===== config.mk =====
export PLATFORM = sky130hd
export DESIGN_NAME = cardinal_nic
export DESIGN_NICKNAME = d
export VERILOG_FILES = /design/src/rtl/cardinal_nic_pkg.sv /design/src/rtl/cardinal_nic_buf.sv /design/src/rtl/cardinal_nic.sv
export SDC_FILE = /design/constraint.sdc
export NUM_CORES = 1
export LEC_CHECK = 0
export CAP_MARGIN = 30
export CORE_MARGIN = 2
export CORE_UTILIZATION = 55
export DETAILED_ROUTE_END_ITERATION = 6
export DONT_BUFFER_PORTS = 1
export PLACE_DENSITY_LB_ADDON = 0.1
export SETUP_SLACK_MARGIN = 0.4
export SLEW_MARGIN = 15
export SYNTH_ARGS = -nofsm -noshare
export SYNTH_HDL_FRONTEND = slang
export SYNTH_SLANG_ARGS = --single-unit

===== constraint.sdc =====
create_clock -name clk -period 1.7 [get_ports clk]
set_input_delay 0.34 -clock clk [delete_from_list [all_inputs] [get_ports clk]]
set_output_delay 0.34 -clock clk [all_outputs]
set_load 0.05 [all_outputs]

===== src/rtl/cardinal_nic_pkg.sv =====
// Shared constants for the cardinal NIC: data width, register map and status-word layout.
// Bits are numbered big-endian ([0:63]), so bit 63 is the LSB and bit 0 the MSB.
package cardinal_nic_pkg;

    localparam int DATA_W = 64;

    localparam logic [1:0] NIC_IN_DATA  = 2'b00;
    localparam logic [1:0] NIC_IN_STAT  = 2'b01;
    localparam logic [1:0] NIC_OUT_DATA = 2'b10;
    localparam logic [1:0] NIC_OUT_STAT = 2'b11;

    localparam int FULL_BIT = 63;
    localparam int VC_BIT   = 0;

    function automatic logic [0:DATA_W-1] status_word(input logic full);
        logic [0:DATA_W-1] w;
        w           = {DATA_W{1'b0}};
        w[FULL_BIT] = full;
        return w;
    endfunction

endpackage


===== src/rtl/cardinal_nic_buf.sv =====
// One-entry packet buffer with a full flag; load wins over clear (the top never asserts both).
module cardinal_nic_buf #(
    parameter int W = 64
) (
    input  logic         clk,
    input  logic         reset,
    input  logic         load,
    input  logic         clr,
    input  logic [0:W-1] din,
    output logic [0:W-1] data,
    output logic         full
);
    import cardinal_nic_pkg::*;

    logic [0:W-1] data_d, data_q;
    logic         full_d, full_q;

    // Next-state for the buffer contents and its occupancy flag.
    always_comb begin
        data_d = data_q;
        full_d = full_q;
        if (load) begin
            data_d = din;
            full_d = 1'b1;
        end else if (clr) begin
            full_d = 1'b0;
        end else begin
            full_d = full_q;
        end
    end

    // State register; reset flushes the packet immediately.
    always_ff @(posedge clk or negedge reset) begin
        if (!reset) begin
            data_q <= {W{1'b0}};
            full_q <= 1'b0;
        end else begin
            data_q <= data_d;
            full_q <= full_d;
        end
    end

    assign data = data_q;
    assign full = full_q;

endmodule


===== src/rtl/cardinal_nic.sv =====
// Cardinal NIC top: processor register decode, load mux and router send/receive gating.
// Optional feature macro: CARDINAL_NIC_POLARITY_EN (gates injection on the router polarity).
module cardinal_nic #(
    parameter int DATA_W = cardinal_nic_pkg::DATA_W
) (
    input  logic              clk,
    input  logic              reset,
    input  logic [0:1]        addr,
    input  logic [0:DATA_W-1] d_in,
    output logic [0:DATA_W-1] d_out,
    input  logic              nicEn,
    input  logic              nicWrEn,
    input  logic              net_si,
    output logic              net_ri,
    input  logic [0:DATA_W-1] net_di,
    output logic              net_so,
    input  logic              net_ro,
    output logic [0:DATA_W-1] net_do,
    input  logic              net_polarity
);
    import cardinal_nic_pkg::*;

    logic              rd_s, wr_s;
    logic              in_load_s, in_clr_s, in_full_s;
    logic              out_load_s, out_clr_s, out_full_s;
    logic [0:DATA_W-1] in_data_s, out_data_s;
    logic              match_s, send_s;

    assign rd_s = nicEn & ~nicWrEn;
    assign wr_s = nicEn & nicWrEn;

    // A load of 00 only frees the buffer when it actually holds a packet.
    assign in_load_s  = net_si & ~in_full_s;
    assign in_clr_s   = rd_s & (addr == NIC_IN_DATA) & in_full_s;
    assign out_load_s = wr_s & (addr == NIC_OUT_DATA) & ~out_full_s;
    assign out_clr_s  = send_s;

`ifdef CARDINAL_NIC_POLARITY_EN
    assign match_s = (out_data_s[VC_BIT] == net_polarity);
`else
    assign match_s = net_polarity | 1'b1;
`endif

    assign send_s = out_full_s & net_ro & match_s;

    cardinal_nic_buf #(.W(DATA_W)) u_in_buf (
        .clk   (clk),
        .reset (reset),
        .load  (in_load_s),
        .clr   (in_clr_s),
        .din   (net_di),
        .data  (in_data_s),
        .full  (in_full_s)
    );

    cardinal_nic_buf #(.W(DATA_W)) u_out_buf (
        .clk   (clk),
        .reset (reset),
        .load  (out_load_s),
        .clr   (out_clr_s),
        .din   (d_in),
        .data  (out_data_s),
        .full  (out_full_s)
    );

    // Processor load mux; the output buffer is store-only and reads back as zero.
    always_comb begin
        d_out = {DATA_W{1'b0}};
        if (rd_s) begin
            case (addr)
                NIC_IN_DATA:  d_out = in_data_s;
                NIC_IN_STAT:  d_out = status_word(in_full_s);
                NIC_OUT_STAT: d_out = status_word(out_full_s);
                default:      d_out = {DATA_W{1'b0}};
            endcase
        end else begin
            d_out = {DATA_W{1'b0}};
        end
    end

    assign net_ri = ~in_full_s;
    assign net_so = send_s;
    assign net_do = out_data_s;

endmodule


==> results of run 1 <==
==> metrics by stage <==
step / cell area (um^2) / instances / worst slack, ps
3_5_place_dp: 5750 / 474 / 60.8
2_1_floorplan: 5610 / 354 / 65.2
3_3_place_gp: 5750 / 474 / 65.8
==> kinds of logic after synthesis <==
kind of cell / Yosys count / synth area share
simple gates: 70 / 0.0827
flops: 130 / 0.592
mux: 129 / 0.298
compound gates: 3 / 0.00319
buf+inv: 22 / 0.0244
==> out/results.txt, run 1 <==
The run stopped with a tool error. The last flow stage reached was clock tree synthesis (4_1_cts). The first error in the log reads "[ERROR RSZ-0060] Max buffer count reached".

Summed over all nets, the half-perimeter wirelength after detailed placement is 7.78 mm. For the clock buffer count from CTS, the log shows 17. The tools report the clock tree root buffer cell as sky130_fd_sc_hd__clkbuf_8. From left edge to right edge, the die measures 104 um. The H-tree was split into 4 levels. The initial standard-cell utilization of the core is 0.565, and the portion of synthesized cell area occupied by the leading cell type is 0.592. After clock tree synthesis, the repair step resized 169 gates. In this run, post-CTS hold repair placed 111 buffers. The biggest area contributor in the post-synthesis netlist is sky130_fd_sc_hd__dfrtp_1. The tools report the synthesized net count as 491. The synthesis warning total was 0. The number of placed I/O pins was 267. The count of input and output buffers is 0.

In the synthesized netlist, the number of instances is 354. The floorplan has 36 rows. The count of cell types in the netlist was 18. After synthesis, the most frequently instantiated cells are 130 x sky130_fd_sc_hd__dfrtp_1, 79 x sky130_fd_sc_hd__mux2_2, 64 x sky130_fd_sc_hd__and2_1.

The number of buffers inserted to repair setup after CTS came out at 27. The most common cell in the synthesized netlist was sky130_fd_sc_hd__dfrtp_1. The synthesized netlist occupies a cell area of 5490 um^2. Routability-driven placement finished with a final weighted congestion of 0.744. Counting flops and latches in the post-synthesis netlist gives 130.

Mean instance size in the synthesized netlist: 15.5 um^2. The most used flip-flop cell after synthesis is sky130_fd_sc_hd__dfrtp_1. Sorting the synthesized cells by area gives the leading types as sky130_fd_sc_hd__dfrtp_1 59%, sky130_fd_sc_hd__mux2_2 16%, sky130_fd_sc_hd__mux2_4 13%, sky130_fd_sc_hd__and2_1 7.3%, sky130_fd_sc_hd__buf_6 1.0%. For the part of the Yosys area used for sequential elements, the log shows 0.592.

The tree built by TritonCTS fans out to 130 sinks. The vertical die dimension works out to 104 um. The proportion of register bits with asynchronous set or reset after synthesis was 1.00; the buffer levels on the longest clock path was 2. The count of flip-flops with a built-in enable after synthesis came out at 0.
==> inputs of run 2 (changes only) <==
--- a/config.mk
+++ b/config.mk
@@ -7,11 +7,10 @@
 export LEC_CHECK = 0
 export CAP_MARGIN = 30
 export CORE_MARGIN = 2
-export CORE_UTILIZATION = 55
+export CORE_UTILIZATION = 40
 export DETAILED_ROUTE_END_ITERATION = 6
 export DONT_BUFFER_PORTS = 1
-export PLACE_DENSITY_LB_ADDON = 0.1
-export SETUP_SLACK_MARGIN = 0.4
+export PLACE_DENSITY_LB_ADDON = 0.15
 export SLEW_MARGIN = 15
 export SYNTH_ARGS = -nofsm -noshare
 export SYNTH_HDL_FRONTEND = slang
==> run 2 against run 1 <==
Against the previous run: the flow now finishes, with violations (hold timing, setup timing); area after synthesis is the same; synthesized cell count is the same.
==> out/results.txt, run 2 <==
The flow ran to the end, but the final reports show violations. The checks that failed: hold timing, setup timing. Clock insertion delay at the later pin of the skew report: 400 ps. The synthesized net count came out at 491 (unchanged). For the clock sink count, the log shows 130 (unchanged).

The slowest cell on the critical path is sky130_fd_sc_hd__dfrtp_2. Once layout is done, the placed cells without fillers occupy 6510 um^2. The time the worst path needs with I/O delays and setup was 1730 ps.

At the pin with the least slew margin, the transition time is 549 ps. In the synthesized netlist the dominant register cell turns out to be sky130_fd_sc_hd__dfrtp_1. The headroom to the max-slew limit was 0.634; the starting DRC count in detailed routing was 87. The launching point of the worst reg2reg path was u_in_buf.full$_DFFE_PN0P_.

The post-CTS clock slew at the launch and capture registers of the worst setup and hold paths came out at 50 ps. The most common cell after layout, fill and taps aside is sky130_fd_sc_hd__dfrtp_1. The wire length of the first global-routing pass came out at 17.0 mm.

Among cell families on the critical path, the largest total delay comes from flip-flops. The count of input and output buffers is 0 (unchanged). The number of vias in the routed layout was 2,816; the number of cell rows was 42 (+17%). The final design utilization was 0.488. The power density relative to cell area came out at 1830 nW/um^2. Most common cell in the synthesized netlist: sky130_fd_sc_hd__dfrtp_1. The run gives 0.412 (-0.153) as the initial standard-cell utilization of the core. Vertical die dimension: 121 um (+17%).

The instance area at placement came out at 5860 um^2 (+1.9%). The maximum number of pins on one net before global-route repair came out at 131. Nature of the critical path endpoint: an output port. By count the netlist is led by 130 x sky130_fd_sc_hd__dfrtp_1, 79 x sky130_fd_sc_hd__mux2_2, 64 x sky130_fd_sc_hd__and2_1. From synthesis to final layout, the design area changed by 18.5%. The setup check on the worst reg-to-reg path leaves a slack of 210 ps. The tools report the launch point of the worst path as u_in_buf.full$_DFFE_PN0P_.

The required time at the endpoint of the critical path was 1360 ps; the proportion of register bits with asynchronous set or reset after synthesis was 1.00 (unchanged). The count of flip-flops with a built-in enable after synthesis is 0 (unchanged), and the number of H-tree levels is 4 (unchanged). The mean number of vias per cell came out at 5.08. The total global routing track utilization came out at 0.157. The kind of launch point of the worst setup path was a register. The cell taking the most area after synthesis was sky130_fd_sc_hd__dfrtp_1.

The die covers 14,700 um^2. Number of stages on the worst setup path: 4. The count of endpoints failing setup in the final report is 1. Class of the most critical setup path: reg2out. Based on the critical path, the design can be clocked at up to 577 MHz. Mean instance size in the synthesized netlist: 15.5 um^2 (unchanged). The final layout contains routed wiring with a total length of 12.0 mm. The synthesis warning total is 0 (unchanged).

For the count of mapped cells out of synthesis, the log shows 354 (unchanged). The tools report the part of the Yosys area used for sequential elements as 0.592 (unchanged). The critical path ends at d_out[63]. The count of cell types in the netlist was 18 (unchanged). TritonCTS built the clock tree. The post-route fraction of the period consumed by the critical path was 1.02; the number of nets with antenna violations after detailed routing was 0. The final weighted congestion in routability-driven placement is 0.760 (+2.1%). The worst register-to-register path ends at u_in_buf.data[25]$_DFFE_PN0P_. The routed wirelength normalized by instance count works out to 21.7 um. The net count of the finished layout is 504. After synthesis, the cell types taking the most area are sky130_fd_sc_hd__dfrtp_1 59%, sky130_fd_sc_hd__mux2_2 16%, sky130_fd_sc_hd__mux2_4 13%, sky130_fd_sc_hd__and2_1 7.3%, sky130_fd_sc_hd__buf_6 1.0%. The worst hold-check path type was in2async.

Max-cap violations in this run came to 0. For the core area, the log shows 13,300 um^2. Setup repair after global routing could not meet its margin everywhere. In this run the worst path has a maximum fanout of 2. The floorplan die width was 121 um (+17%). Total of flip-flops plus latches after synthesis: 130 (unchanged). The overflow left after global routing was 0; the clock buffer count from CTS was 17 (unchanged). The tools report the final-report hold violation count as 130.

For the worst setup path, the data arrival time is 1390 ps. The run gives 2 as the initial antenna violation count. Traced cell by cell, the critical path runs through mux2i_1 -> o21ai_1 -> and3b_2 -> buf_12. The run gives 2 (unchanged) as the buffer levels on the longest clock path. The iteration count of the initial detailed-routing pass is 3, and the proportion of layout cells with a drive suffix above 1 is 0.615.

Summing internal, switching and leakage power gives 11.9 mW. On the worst path, the slowest cell contributes a delay of 410 ps. The tools report the number of fill cells as 1,178. The logs give 8.09 mm (+4.0%) for the sum of net half-perimeters after detailed placement and 3,116 for the via count of the first global-routing pass. The tools report the post-route worst hold slack as -373 ps.

For the number of placed I/O pins, the log shows 267 (unchanged). The tools report the final max-slew violation count as 0. For this design the static power due to leakage is 2.99 nW. The combined buffer and inverter count along the critical path was 1; the final worst setup slack was -33.7 ps.

For this run, design rule violations remaining after detail routing come to 0. In this run the clock root is driven by a sky130_fd_sc_hd__clkbuf_16. Portion of synthesized cell area occupied by the leading cell type: 0.592 (unchanged).

The cell area after synthesis came out at 5490 um^2 (unchanged). The number of cells on the worst reg-to-reg path is 4. For the worst setup skew after layout, the log shows 3.57 ps. Across the VDD grid, the largest voltage drop is 0.839 mV. The top cell types in the final layout, fill and taps aside, are 129 x sky130_fd_sc_hd__dfrtp_1, 79 x sky130_fd_sc_hd__mux2_2, 49 x sky130_fd_sc_hd__mux2_4.
## run 2: cell counts after synthesis
No cell type changed its count.
## run 2: cells by family after synthesis
| logic type | after synthesis | share of synthesized area |
|---|---|---|
| DFF | 130 | 0.592 |
| muxes | 129 | 0.298 |
| and+or+nand+nor | 70 | 0.0827 |
| buffers and inverters | 22 | 0.0244 |
| AOI/OAI and AO/OA | 3 | 0.00319 |
## run 2: per-layer routing
layer / global-route usage / routed length, um / vias to the layer above
met4: 0.0812 / 361 / 2
met3: 0.0968 / 1490 / 24
met5: 0 / 16 / -
met2: 0.245 / 5800 / 183
li1: - / - / 1228
met1: 0.165 / 4340 / 1379
## run 2: what timing repair did
item / CTS / global route
buffers inserted: 1 / 1
gates cloned: 0 / 2
gates resized for setup: 4 / 36
pin swaps: 0 / 1
hold endpoints to repair: 130 / 130
setup endpoints to repair: 1 / 64
## run 2: area by class of cell
type,count,area [um^2],area share
timing repair buffer,14,239,0.0367
sequential,130,3250,0.500
clock inverter,6,82.6,0.0127
antenna,1,2.50,0.000384
tap,176,220,0.0338
clock buffer,23,468,0.0719
multi-input combinational,202,2230,0.343
inverter,2,11.3,0.00173
## run 2: worst min path at each step
stage	startpoint	to	slack, ps
floorplan	reset	u_in_buf.data[0]$_DFFE_PN0P_	40
global placement	reset	u_in_buf.data[20]$_DFFE_PN0P_	50
detailed placement	reset	u_in_buf.data[29]$_DFFE_PN0P_	50
CTS	reset	u_in_buf.data[29]$_DFFE_PN0P_	-400
global route	reset	u_in_buf.data[30]$_DFFE_PN0P_	-410
finish	reset	u_in_buf.data[29]$_DFFE_PN0P_	-370
## run 2: where the power goes
part,switching [mW],internal [mW],total (mW)
Combinational,0.857,1.37,2.23
Clock,1.22,2.20,3.42
Sequential,2.01,4.24,6.25
## run 2: metrics by stage
step | instances | setup WS [ps] | hold WS (ps) | TNS (ps)
floorplan | 354 | 54.5 | 44.4 | 0
global placement | 520 | 40.8 | 47.4 | 0
detailed placement | 520 | 20.3 | 47.9 | 0
CTS | 550 | -75.0 | -401 | -75.0
global route | 554 | -138 | -408 | -140
finish | 554 | -33.7 | -373 | -33.7
No activity file was read; power rests on OpenSTA's default activity.
==> inputs of run 3 (changes only) <==
--- a/config.mk
+++ b/config.mk
@@ -8,8 +8,10 @@
 export CAP_MARGIN = 30
 export CORE_MARGIN = 2
 export CORE_UTILIZATION = 40
+export CTS_CLUSTER_SIZE = 16
 export DETAILED_ROUTE_END_ITERATION = 6
 export DONT_BUFFER_PORTS = 1
+export HOLD_SLACK_MARGIN = 0.03
 export PLACE_DENSITY_LB_ADDON = 0.15
 export SLEW_MARGIN = 15
 export SYNTH_ARGS = -nofsm -noshare
==> constraint.sdc (replaced) <==
create_clock -name clk -period 1.7 [get_ports clk]
set_input_delay 0.425 -clock clk [delete_from_list [all_inputs] [get_ports clk]]
set_output_delay 0.425 -clock clk [all_outputs]
set_load 0.05 [all_outputs]
==> run 3 against run 2 <==
Against the previous run: the run still ends with hold timing, setup timing left; setup slack got worse by 68 ps; via count increased by 3.8%; first-iteration DRC count fell by 30%; sequential power grew 0.6%; worst hold slack better by 86 ps; maximum frequency shrank 3.8%; sequential share of layout area fell by 3.3 points; combinational power up 3%; core utilization rose by 3.4 points; highest routed layer is now met4; critical path type is now in2out; critical endpoint is now d_out[29]; count of clock-buffer cells in the layout decreased by 5; clock skew rose by 2.2 ps.
==> out/results.txt, run 3 (same netlist as run 2, synthesis figures left out) <==
The flow ran to the end, but the final reports show violations. The checks that failed: hold timing, setup timing. The total wire length after detailed routing is 11.8 mm (-1.5%).

For this design, the slowest cell found on the critical path is sky130_fd_sc_hd__nor4b_4. For the total die area, the log shows 14,700 um^2 (unchanged). The worst stage delay on the critical path was 300 ps (-110 ps); the timing-limited maximum frequency was 555 MHz (-3.8%).

For the final instance area, the log shows 6970 um^2 (+7.0%). The worst setup path is launched from an input port. TritonCTS built the clock tree. The setup path with the least slack is of type in2out.

Number of H-tree levels: 4 (unchanged). The buffer levels on the longest clock path was 2 (unchanged); the final max-slew violation count was 0 (unchanged). The via count of the first global-routing pass is 3,056 (-1.9%), and the wire length of the first global-routing pass is 17.1 mm (+0.73%). In the layout the commonest cells are 130 x sky130_fd_sc_hd__dfrtp_1, 79 x sky130_fd_sc_hd__mux2_2, 63 x sky130_fd_sc_hd__and2_4. The final worst setup slack was -102 ps (-68.3 ps). STA classifies the critical path endpoint as an output port. The initial antenna violation count is 0 (-2). The run gives 0.412 (unchanged) as the initial standard-cell utilization of the core. Post-route worst hold slack: -287 ps (+85.9 ps). The signal arrival time at the worst endpoint came out at 1380 ps (about the same). The largest vdd supply drop came out at 0.959 mV (+14%).

The clock tree root buffer cell was sky130_fd_sc_hd__clkbuf_16. The count of input and output buffers is 0 (unchanged), and the final weighted congestion in routability-driven placement is 0.713 (-6.1%). The logs give 0.158 (+0.000611) for the total global routing track utilization and 5.78 ps (+2.21 ps) for the worst setup skew after layout. Overflow left after global routing: 0 (unchanged).

The proportion of layout cells with a drive suffix above 1 works out to 0.650 (+0.0345). The post-CTS clock slew at the launch and capture registers of the worst setup and hold paths was 50 ps (about the same). The run gives 521 (+3.4%) as the net total in the final layout. The number of placed I/O pins is 267 (unchanged). The number of nets with antenna violations after detailed routing came out at 0 (unchanged).

The iteration count of the initial detailed-routing pass is 4 (+1), and the largest fanout of any net on the critical path is 15 (+13). The number of cell rows is 42 (unchanged), and the post-route fraction of the period consumed by the critical path is 1.06 (+0.0402). The tools report the launch point of the worst path as nicWrEn. The static leakage was 3.20 nW (+7.0%).

The count of endpoints failing setup in the final report was 64 (+63); the power density relative to cell area was 1800 nW/um^2 (-1.6%). From synthesis to final layout, the design area changed by 26.8%. The tools report the number of DRC violations after detailed routing as 0 (unchanged). The clock insertion delay at the later pin of the skew report is 410 ps (about the same).

The number of placed cells counting well taps is 534 (+2.7%), and the core area is 13,300 um^2 (unchanged). The run gives 7.78 mm (-3.8%) as the sum of net half-perimeters after detailed placement. The count of non-filler cells in the finished layout came out at 574 (+3.6%).

The instance area at placement was 6100 um^2 (+4.2%). The run gives 1270 ps (-90 ps) as the required time at the endpoint of the critical path. The library cell used most frequently in the layout, excluding fill and tap cells, is sky130_fd_sc_hd__dfrtp_1. Maximum number of pins on one net before global-route repair: 131 (unchanged). The floorplan die width was 121 um (unchanged); the combined flip-flop and latch cell area was 3250 um^2 (about the same). The vertical die dimension was 121 um (unchanged); the mean number of vias per cell was 5.09 (+0.15%). The area of combinational cells with multiple inputs came out at 2270 um^2 (+1.8%). Setup repair after global routing could not meet its margin everywhere. The tools report the clock sink count as 130 (unchanged).

The time the worst path needs with I/O delays and setup was 1800 ps (+68.3 ps). The clock buffer count from CTS is 17 (unchanged). The starting DRC count in detailed routing was 61 (-30%); the count of maximum capacitance violations was 0 (unchanged).

The headroom to the max-slew limit came out at 0.658 (+0.0242). The number of fill cells is 1,129 (-4.2%). The launching point of the worst reg2reg path is u_out_buf.full$_DFFE_PN0P_.

The number of vias in the routed layout was 2,922 (+3.8%). The signal on the critical path passes through nor4b_4 -> buf_4 -> clkbuf_16 -> and2_4. The routed wirelength normalized by instance count came out at 20.6 um (-5.0%). The final-report hold violation count was 130 (unchanged). Worst hold-check path type: in2async.

The worst-margin pin slew was 513 ps (-36.3 ps).
==> run 3: cell types whose count changed in the layout (fill, tap and decap cells not counted), moves of 2 or more <==
cell                        previous run  this run
sky130_fd_sc_hd__and2_4               33        63
sky130_fd_sc_hd__and2_1                4         0
sky130_fd_sc_hd__buf_16                0         2
sky130_fd_sc_hd__clkinv_4              0         3
sky130_fd_sc_hd__bufinv_16             2         5
sky130_fd_sc_hd__and2_2               27         1
sky130_fd_sc_hd__buf_6                 1         3
sky130_fd_sc_hd__clkbuf_1              4         0
sky130_fd_sc_hd__buf_4                 3         5
sky130_fd_sc_hd__buf_12                9        19
==> run 3: area by class of cell <==
type,instances,area share
Sequential cell,130,0.467
Multi-Input combinational cell,202,0.326
Inverter,2,0.00162
Antenna cell,1,0.000359
Timing Repair Buffer,31,0.0799
Clock buffer,18,0.0630
Clock inverter,14,0.0303
Tap cell,176,0.0316
==> run 3: worst max-delay path: cells and delay by family <==
| family | cells | cell delay [ps] |
|---|---|---|
| and+or+nand+nor | 2 | 550 |
| buffers and inverters | 2 | 400 |
==> run 3: layer usage <==
layer | vias up | GRT usage | wire (um) | share of wire
li1 | 1273 | - | - | -
met1 | 1447 | 0.171 | 4470 | 0.38
met2 | 184 | 0.256 | 5680 | 0.48
met3 | 18 | 0.0855 | 1440 | 0.12
met4 | 0 | 0.0661 | 234 | 0.020
met5 | - | 0 | 0 | 0
==> run 3: per-stage QoR <==
step | hold WS, ps | TNS [ps] | worst slack (ps) | utilization | power (mW)
2_1_floorplan | 129 | -5640 | -105 | - | 8.01
4_1_cts | -307 | -4840 | -110 | 0.517 | 12.6
3_3_place_gp | 133 | -7570 | -152 | 0.457 | 8.43
3_5_place_dp | 133 | -7400 | -148 | 0.457 | 8.53
6_report | -287 | -3850 | -102 | 0.522 | 12.5
5_1_grt | -317 | -8740 | -173 | 0.522 | 13.1
==> run 3: power breakdown <==
part,internal (mW),leakage (nW),switching (mW),total [mW]
Clock,2.63,0.316,1.31,3.95
Sequential,4.24,1.55,2.05,6.29
Combinational,1.43,1.34,0.870,2.30
==> run 3: timing repair <==
item | 4_1_cts | 5_1_grt
pin swaps | 33 | 13
setup endpoints to repair | 61 | 66
gates resized for setup | 51 | 11
gates cloned | 2 | 2
setup buffers | 3 | 0
hold endpoints to repair | 130 | 130
==> run 3: worst paths after layout <==
| kind | endpoint | slack, ps | cells after the start |
|---|---|---|---|
| setup / recovery | d_out[29] | -100 | 4 |
| hold / removal | u_in_buf.data[42]$_DFFE_PN0P_ | -290 | 0 |
| setup reg to reg | u_out_buf.data[31]$_DFFE_PN0P_ | 160 | 5 |
| hold reg to reg | u_in_buf.data[9]$_DFFE_PN0P_ | 510 | 1 |
| max in group asynchronous | u_out_buf.data[3]$_DFFE_PN0P_ | 1780 | 0 |
| min in group clk | u_out_buf.full$_DFFE_PN0P_ | 130 | 1 |
